===== src/rtl/int_src_ctrl_if.sv =====
// Interrupt source bundle between external lines / software registers and
// the int_src_ctrl block.
//   raw_irq  : asynchronous active-high interrupt lines
//   irq_mask : per-channel enable
//   pend_clr : write-1-to-clear for pend
//   intsrc   : one-cycle request pulses toward CP0 (bit 2 highest priority)
//   pend     : sticky record of issued pulses
interface int_src_ctrl_if;
    logic [2:0] raw_irq;
    logic [2:0] irq_mask;
    logic [2:0] pend_clr;
    logic [2:0] intsrc;
    logic [2:0] pend;

    modport master (
        output raw_irq,
        output irq_mask,
        output pend_clr,
        input  intsrc,
        input  pend
    );

    modport slave (
        input  raw_irq,
        input  irq_mask,
        input  pend_clr,
        output intsrc,
        output pend
    );
endinterface


===== src/rtl/int_src_ctrl.sv =====
// Three-channel external interrupt conditioner.
// Each raw line is synchronized, optionally debounced, and a masked rising
// edge of the accepted level produces a one-cycle intsrc pulse plus a sticky
// pend bit that software clears with pend_clr (set wins over clear).
// Optional feature: define INTSRC_DEBOUNCE_EN to require DEBOUNCE_CYCLES
// consecutive differing samples before a level change is accepted; without
// it the accepted level follows the synchronizer every cycle.
module int_src_ctrl #(
    parameter int unsigned DEBOUNCE_CYCLES = 4
) (
    input  logic           clk,
    input  logic           rst,
    int_src_ctrl_if.slave  bus
);

    // Reject out-of-range configurations at elaboration.
    if (DEBOUNCE_CYCLES < 1 || DEBOUNCE_CYCLES > 65535) begin : g_bad_cfg
        $error("int_src_ctrl: DEBOUNCE_CYCLES must be in 1..65535");
    end

    logic [2:0] s1;
    logic [2:0] s2;
    logic [2:0] stable;
    logic [2:0] stable_nxt;
    logic [2:0] rise;
    logic [2:0] intsrc_q;
    logic [2:0] pend_q;

    // Two-flop synchronizer; the only reader of raw_irq.
    always_ff @(posedge clk or negedge rst) begin
        if (!rst) begin
            s1 <= '0;
            s2 <= '0;
        end else begin
            s1 <= bus.raw_irq;
            s2 <= s1;
        end
    end

`ifdef INTSRC_DEBOUNCE_EN
    localparam logic [15:0] CNT_MAX = 16'(DEBOUNCE_CYCLES - 1);

    logic [2:0][15:0] cnt;
    logic [2:0][15:0] cnt_nxt;

    for (genvar ch = 0; ch < 3; ch++) begin : g_deb
        // Count consecutive samples that disagree with the accepted level;
        // accept the new level on the sample that completes the run.
        always_comb begin
            stable_nxt[ch] = stable[ch];
            cnt_nxt[ch]    = '0;
            if (s2[ch] != stable[ch]) begin
                if (cnt[ch] == CNT_MAX) begin
                    stable_nxt[ch] = s2[ch];
                end else begin
                    cnt_nxt[ch] = cnt[ch] + 16'd1;
                end
            end
        end
    end

    // Debounce counters; reset aborts any run in progress.
    always_ff @(posedge clk or negedge rst) begin
        if (!rst) begin
            cnt <= '0;
        end else begin
            cnt <= cnt_nxt;
        end
    end
`else
    assign stable_nxt = s2;
`endif

    // A pulse is due only on an accepted 0->1 change while enabled; a masked
    // rise still updates stable, so it is dropped rather than deferred.
    assign rise = stable_nxt & ~stable & bus.irq_mask;

    // Accepted level, request pulse and sticky pending state.
    always_ff @(posedge clk or negedge rst) begin
        if (!rst) begin
            stable   <= '0;
            intsrc_q <= '0;
            pend_q   <= '0;
        end else begin
            stable   <= stable_nxt;
            intsrc_q <= rise;
            pend_q   <= (pend_q & ~bus.pend_clr) | rise;
        end
    end

    assign bus.intsrc = intsrc_q;
    assign bus.pend   = pend_q;

endmodule


===== src/flat_wrapper.sv =====
// flat-port wrapper written by rule: the top's interface ports become plain ports
module int_src_ctrl_flat 
#(
    parameter int unsigned DEBOUNCE_CYCLES = 4
)
  (clk, rst, bus_raw_irq, bus_irq_mask, bus_pend_clr, bus_intsrc, bus_pend);
  int_src_ctrl_if bus_i ();
  input  logic clk;
  input  logic rst;
  input wire logic [$bits(bus_i.raw_irq)-1:0] bus_raw_irq;
  input wire logic [$bits(bus_i.irq_mask)-1:0] bus_irq_mask;
  input wire logic [$bits(bus_i.pend_clr)-1:0] bus_pend_clr;
  output wire logic [$bits(bus_i.intsrc)-1:0] bus_intsrc;
  output wire logic [$bits(bus_i.pend)-1:0] bus_pend;
  assign bus_i.raw_irq = bus_raw_irq;
  assign bus_i.irq_mask = bus_irq_mask;
  assign bus_i.pend_clr = bus_pend_clr;
  assign bus_intsrc = bus_i.intsrc;
  assign bus_pend = bus_i.pend;
  int_src_ctrl #(.DEBOUNCE_CYCLES(DEBOUNCE_CYCLES)) u_core (.clk(clk), .rst(rst), .bus(bus_i));
endmodule

===== config.mk =====
export PLATFORM = sky130hd
export DESIGN_NAME = int_src_ctrl_flat
export DESIGN_NICKNAME = d
export VERILOG_FILES = /design/src/rtl/int_src_ctrl_if.sv /design/src/rtl/int_src_ctrl.sv /design/src/flat_wrapper.sv
export SDC_FILE = /design/constraint.sdc
export NUM_CORES = 1
export LEC_CHECK = 0
export BUFFER_PORTS_ARGS = -buffer_cell sky130_fd_sc_hd__buf_2
export CORE_AREA = 2 2 39 41
export DETAILED_ROUTE_END_ITERATION = 6
export DIE_AREA = 0 0 41 43
export GPL_ROUTABILITY_DRIVEN = 0
export GPL_TIMING_DRIVEN = 0
export SYNTH_ARGS = -nofsm -noshare
export SYNTH_HDL_FRONTEND = slang
export SYNTH_SLANG_ARGS = --single-unit

===== constraint.sdc =====
create_clock -name clk -period 0.8 [get_ports clk]
set_input_delay 0.12 -clock clk [delete_from_list [all_inputs] [get_ports clk]]
set_output_delay 0.12 -clock clk [all_outputs]
set_load 0.05 [all_outputs]

# ---- Yosys cells after proc, flatten, opt, wreduce, memory -nomap -nowiden
# Cells that the tools add are included.
dict set report totals {
  register_bits 15
  latch_bits 0
  ramBits 0
  mem_bits_ro 0
  in_bits 11
  out_inout_bits 6
  elab_cells 11
  memories 0
}
dict set report classes {
  n_addsub 0
  multipliers 0
  div 0
  order_cmp 0
  n_eq_ne 0
  n_shift 0
  n_mux 0
  bitwise 6
  reduce_logical 0
}
# cell n
set op_table {}
lappend op_table {{$and A3 B3 Y3} 3}
lappend op_table {{$not A3 Y3} 2}
lappend op_table {{$or A3 B3 Y3} 1}

# ---- Longest topological paths before layout
# Gate-level depths: netlist of the first run.
dict set report logic_depth {
  ltp_word 4
  depth_mapped 2
}

# ---- Least setup slack after synthesis of the first run
# OpenSTA, ideal clock, no wires.
dict set report synth_timing {
  path_kind {register to register}
  from {reg u_core.pend_q[2], in the netlist u_core.bus.pend[2]}
  to {reg u_core.pend_q[2], in the netlist u_core.bus.pend[2]}
  setup_ns 0.082
  arrival_ns 0.828
  path_slack_ns -0.110
  path_stages_with_launch 3
  n_path_buf 0
  cell_sequence {dfrtp_1 -> inv_1 -> o22ai_1}
}
dict set report synth_via {
  elab_chain_cells 2
}
# element line
set synth_lines {}
lappend synth_lines {{start: declaration} int_src_ctrl.sv:27} ;# logic [2:0] pend_q;
lappend synth_lines {{start signal: assignment} int_src_ctrl.sv:87} ;# pend_q <= (pend_q & ~bus.pend_clr) | rise;
lappend synth_lines {{$and A3 B3 Y3} int_src_ctrl.sv:87}
lappend synth_lines {{$or A3 B3 Y3} int_src_ctrl.sv:87}
# Every way passes these cells.

# ---- Worst setup path in the final report of the first run
dict set report layout_timing {
  from {reg u_core.pend_q[2], in the netlist u_core.bus.pend[2]}
  to {out bus_pend[2]}
}
# element line
set layout_rtl {}
lappend layout_rtl {{end: declaration} flat_wrapper.sv:14} ;# output wire logic [$bits(bus_i.pend)-1:0] bus_pend;
# No word-level cell between the ends.

==> impl_metrics.toml, run 1 <==
[power_and_ir_drop]
power_density_nw_per_um2 = 2190
total_power_mw = 1.40
leakage_nw = 0.340
ir_drop_uv = 1060

[cts]
clk_latency_ns = 0.27
cts_root_buf = "clkbuf_4"
clkTransAtPathRegs_ns = 0.08
cts-buffers-inserted = 3
cts-htree-levels = 1
cts_tree = "done"
clockBufferDepth = 2
clock-sinks = 15
cts_setup_buffers = 0

[synthesis]
syn_inst = 25
synth.avg_cell_area_sq_um = 17.3
yosys_warnings = 0
yosysSeqAreaShare = 0.867
ys_ff_latch = 15
synth_area_sq_um = 433
synth.distinct_cells = 7
synth_fp_nets = 36

[sta]
clock_skew_ns = 0.000300
maxSlewHeadroom = 0.780
maxSlewViolCount = 0
tightest_slew_ns = 0.330
period_share = 1.21
timing.fmax_mhz = 1040
hold_violations = 0
rsz0062_at_grt = "true"
setup_viol = 8
fin_crit_ns = 0.965
fin_ws_ns = -0.165

[worst_setup_path]
end_kind = "output port"
cp.required_ns = 0.68
r2r_end = "u_core.bus.pend[1]"
cp.arrival_ns = 0.84
reg2reg_depth = 2
critPathTopFamily = "flip-flops"
crit_buf_inv = 1
worstSetupPathType = "reg2out"
crit_path_start_kind = "flip-flop"
path_max_fanout = 2
r2r_start = "u_core.s2[1]"
startpoint = "u_core.bus.pend[2]"
max_stage_delay_ns = 0.42
cp_slowest_cell = "dfrtp_2"
critical_path.cell_chain = "buf_6"
reg2reg_slack_ns = -0.01
endpoint = "bus_pend[2]"
path_depth = 1

[placed_design]
hpwl_um = 440
dpl-instance-area_sq_um = 537
io_buffers = 16

[routing]
wl_per_cell_um = 9.77
firstDrtPassIters = 2
drtIter0Drc = 2
ant_nets = 0
vias_per_cell = 3.89
routed_wl_um = 635
num_vias = 253
drc = 0

[floorplan]
core-area_sq_um = 1380
rows = 14
die_w_um = 41
dieArea_sq_um = 1760
die_y_um = 43
initial_utilization = 0.313
io_pins = 17

[global_route]
antenna_found_initial = 0
grt_first_pass_wirelength_um = 1020
grt_pass1_vias = 252
gr-total-overflow = 0
grt_util_all_layers = 0.0931
grt_max_degree = 16

[flow_run]
maxCapViolCount = 0

[hold_path]
hold_class = "in2reg"

[finish]
n_antenna_cell = 0
nFillCells = 128
fin_area_sq_um = 641
final_common_cell = "dfrtp_1"
final_cell_mix = "dfrtp_1, buf_2, buf_6, dlygate4sd3_1"
nNetsFinal = 61
syn_to_final_growth_pct = 48.0
drive_gt1_frac = 0.449

[status]
outcome = "finished, violations left"
violations = "negative setup slack"
==> power breakdown <==
part           total (mW)  switching [mW]  internal [mW]  leakage, nW
logic               0.175           0.100         0.0749        0.145
clock network       0.410           0.217          0.193       0.0150
registers           0.818          0.0180          0.800        0.180
total                1.40           0.335           1.07        0.340
==> registers in the layout, summed over array words and instances (netlist names) <==
register,count
u_core.s2,3
u_core.s1,3
u_core.stable,3
u_core.bus.intsrc,3
u_core.bus.pend,3
==> area by class of cell <==
cell class / instances / area [sq um] / share of cell area
clock buffer: 4 / 26.3 / 0.0410
inverter: 3 / 11.3 / 0.0176
multi-input combinational: 7 / 46.3 / 0.0723
sequential: 15 / 379 / 0.592
tap: 16 / 20.0 / 0.0313
timing repair buffer: 20 / 158 / 0.246
==> synth_stat cells (all sizes together) <==
cell type,instances,area (sq um)
a21o,2,15.0
and3b,2,17.5
dfrtp,15,375
inv,3,11.3
nand2,1,3.75
nor2,1,3.75
o22ai,1,6.26
==> worst register-to-register path, delay by kind of cell (launching register included) <==
family | cells | cell delay (ns)
simple gates | 1 | 0.18
flops | 1 | 0.38
compound gates | 1 | 0.15
==> what timing repair did <==
action / CTS / global route
gates resized for setup: 12 / 0
endpoints found under the hold margin: 18 / 0
hold buffers: 4 / 0
pin swaps: 0 / 0
endpoints found under the setup margin: 8 / 8
==> metrics by stage <==
stage               worst slack, ns  utilization  setup TNS (ns)  hold WS [ns]  std cells
finish                       -0.165        0.463          -0.852        0.0327         65
detailed placement         -0.00621        0.388        -0.00806        0.0376         57
floorplan                   0.00640            -               0        -0.176         25
global route                 -0.209        0.463           -1.21        0.0126         65
CTS                          -0.187        0.463          -0.982        0.0261         65
global placement             0.0101        0.388               0        0.0332         57
==> cells by family after synthesis <==
family          count (synthesis)  synth area share
flops                          15             0.867
compound gates                  3            0.0491
simple gates                    4            0.0578
buf+inv                         3            0.0260
==> worst min-delay path by stage <==
stage / slack [ns] / end / cells after the start / from
after floorplan: -0.18 / u_core.bus.intsrc[0] / 0 / rst
after global placement: 0.03 / u_core.bus.intsrc[1] / 1 / rst
after detailed placement: 0.04 / u_core.bus.intsrc[1] / 1 / rst
after CTS: 0.03 / u_core.bus.pend[2] / 2 / bus_pend_clr[2]
after global routing: 0.01 / u_core.bus.pend[2] / 2 / bus_pend_clr[2]
final: 0.03 / u_core.bus.pend[2] / 2 / bus_pend_clr[2]
==> per-layer routing <==
| layer | share of wire | wire [um] | vias up | GRT usage |
|---|---|---|---|---|
| li1 | - | - | 128 | - |
| met1 | 0.47 | 298 | 114 | 0.110 |
| met2 | 0.46 | 289 | 11 | 0.119 |
| met3 | 0.074 | 47 | 0 | 0.0628 |
| met4 | 0 | 0 | 0 | 0.0600 |
| met5 | 0 | 0 | - | 0 |
Note: power is estimated with default switching activity, not from simulation.
==> inputs of run 2 (changes only) <==
==> constraint.sdc (replaced) <==
create_clock -name clk -period 0.8 [get_ports clk]
set_input_delay 0.04 -clock clk [delete_from_list [all_inputs] [get_ports clk]]
set_output_delay 0.04 -clock clk [all_outputs]
set_load 0.05 [all_outputs]
==> run 2 against run 1 <==
The run still ends with negative setup slack left. Count of clock-buffer cells in the layout did not move. Critical path depth is the same. Cell count up 1.5%. Final area is 1.6% higher. Hold slack lost 0.019 ns. Register-to-register slack about the same. Total power increased by 0.27%. Wire length increased by 1.1%.
==> impl_metrics.toml, run 2 (same netlist as run 1, synthesis figures left out) <==
[cts]
clkTransAtPathRegs_ns = 0.08
clk_latency_ns = 0.27
cts-htree-levels = 1
clockBufferDepth = 2
clock-sinks = 15
cts_tree = "done"
cts_setup_buffers = 0
cts-buffers-inserted = 3
cts_root_buf = "clkbuf_4"

[sta]
setup_viol = 8
maxSlewViolCount = 0
hold_violations = 0
timing.fmax_mhz = 1130
clock_skew_ns = 0.000300
fin_crit_ns = 0.885
rsz0062_at_grt = "true"
tightest_slew_ns = 0.330
fin_ws_ns = -0.0848
maxSlewHeadroom = 0.780
period_share = 1.11

[routing]
drtIter0Drc = 2
vias_per_cell = 3.89
wl_per_cell_um = 9.73
num_vias = 257
drc = 0
routed_wl_um = 642
firstDrtPassIters = 2
ant_nets = 0

[power_and_ir_drop]
p_comb_frac = 0.127
clkPwrFrac = 0.292
power_density_nw_per_um2 = 2160
p_sw_frac = 0.239
power_frac_seq = 0.581
p_int_mw = 1.07
leakage_nw = 0.344
ir_drop_uv = 1060
total_power_mw = 1.41
power.switching_mw = 0.336

[floorplan]
rows = 14
die_w_um = 41
initial_utilization = 0.313
core-area_sq_um = 1380
dieArea_sq_um = 1760
io_pins = 17
die_y_um = 43

[finish]
drive_gt1_frac = 0.440
nFillCells = 127
seq_area_sq_um = 379
n_antenna_cell = 0
final_cell_mix = "dfrtp_1, buf_2, buf_6, dlygate4sd3_1"
syn_to_final_growth_pct = 50.3
multi_input_area_sq_um = 46.3
nNetsFinal = 62
final_common_cell = "dfrtp_1"

[hold_path]
hold_class = "in2reg"
hold_start = "bus_irq_mask[2]"
worst_hold_path.endpoint = "u_core.bus.intsrc[2]"
holdPathStages = 3

[worst_setup_path]
max_stage_delay_ns = 0.42
crit_path_start_kind = "flip-flop"
reg2reg_slack_ns = -0.01
critical_path.cell_chain = "buf_6"
worstSetupPathType = "reg2out"
cp_slowest_cell = "dfrtp_2"
r2r_end = "u_core.bus.pend[1]"
cp.arrival_ns = 0.84
critPathTopFamily = "flip-flops"
path_max_fanout = 2
r2r_start = "u_core.s2[1]"
reg2reg_depth = 2
cp.required_ns = 0.76
crit_buf_inv = 1
end_kind = "output port"

[global_route]
grt_max_degree = 16
grt_util_all_layers = 0.0942
gr-total-overflow = 0
grt_first_pass_wirelength_um = 1040
antenna_found_initial = 0
grt_pass1_vias = 255

[status]
violations = "negative setup slack"
outcome = "finished, violations left"

[flow_run]
maxCapViolCount = 0

[placed_design]
io_buffers = 16
dp_slack_ns = -0.00621
hpwl_um = 440
## run 2: cell types whose count changed in the layout (fill, tap and decap cells not counted)
cell           before  now
dlygate4sd3_1       4    5
## run 2: stage by stage
step / cell area, sq um / util / setup TNS, ns / hold WS [ns] / instances
final: 651 / 0.470 / -0.372 / 0.0136 / 66
after global routing: 651 / 0.470 / -0.726 / 0.00733 / 66
after CTS: 651 / 0.470 / -0.502 / 0.00792 / 66
after detailed placement: 537 / 0.388 / -0.00806 / -0.0424 / 57
after global placement: 537 / 0.388 / 0 / -0.0468 / 57
after floorplan: 437 / - / 0 / -0.256 / 25
## run 2: per-layer routing
layer | part of all wire | wire (um) | global-route usage
met3 | 0.073 | 47 | 0.0628
met4 | 0 | 0 | 0.0600
met1 | 0.47 | 300 | 0.113
met5 | 0 | 0 | 0
met2 | 0.46 | 294 | 0.119
## run 2: worst max-delay path by stage
stage,startpoint,endpoint,slack (ns),depth (start not counted)
after floorplan,u_core.bus.pend[0],u_core.bus.pend[0],0.006,1
after CTS,u_core.bus.pend[2],bus_pend[2],-0.11,1
final,u_core.bus.pend[2],bus_pend[2],-0.08,1
after global routing,u_core.bus.pend[2],bus_pend[2],-0.13,1
after global placement,u_core.s2[1],u_core.bus.pend[1],0.01,2
after detailed placement,u_core.s2[1],u_core.bus.pend[1],-0.006,2
## run 2: cell type report
| class | count | area share |
|---|---|---|
| Sequential cell | 15 | 0.583 |
| Timing Repair Buffer | 21 | 0.258 |
| Multi-Input combinational cell | 7 | 0.0712 |
| Clock buffer | 4 | 0.0404 |
| Tap cell | 16 | 0.0308 |
| Inverter | 3 | 0.0173 |
## run 2: power by group through the flow
stage	registers, mW	logic [mW]	clock network, mW
5_1_grt	0.824	0.192	0.478
6_report	0.818	0.179	0.410
3_3_place_gp	0.827	0.138	0
4_1_cts	0.819	0.181	0.435
3_5_place_dp	0.830	0.141	0
2_1_floorplan	0.892	0.0181	0
## run 2: timing repair
action / 4_1_cts / 5_1_grt
gates resized for setup: 12 / 0
hold buffers: 5 / 0
cloned: 0 / 0
setup endpoints to repair: 8 / 8
hold endpoints to repair: 19 / 0
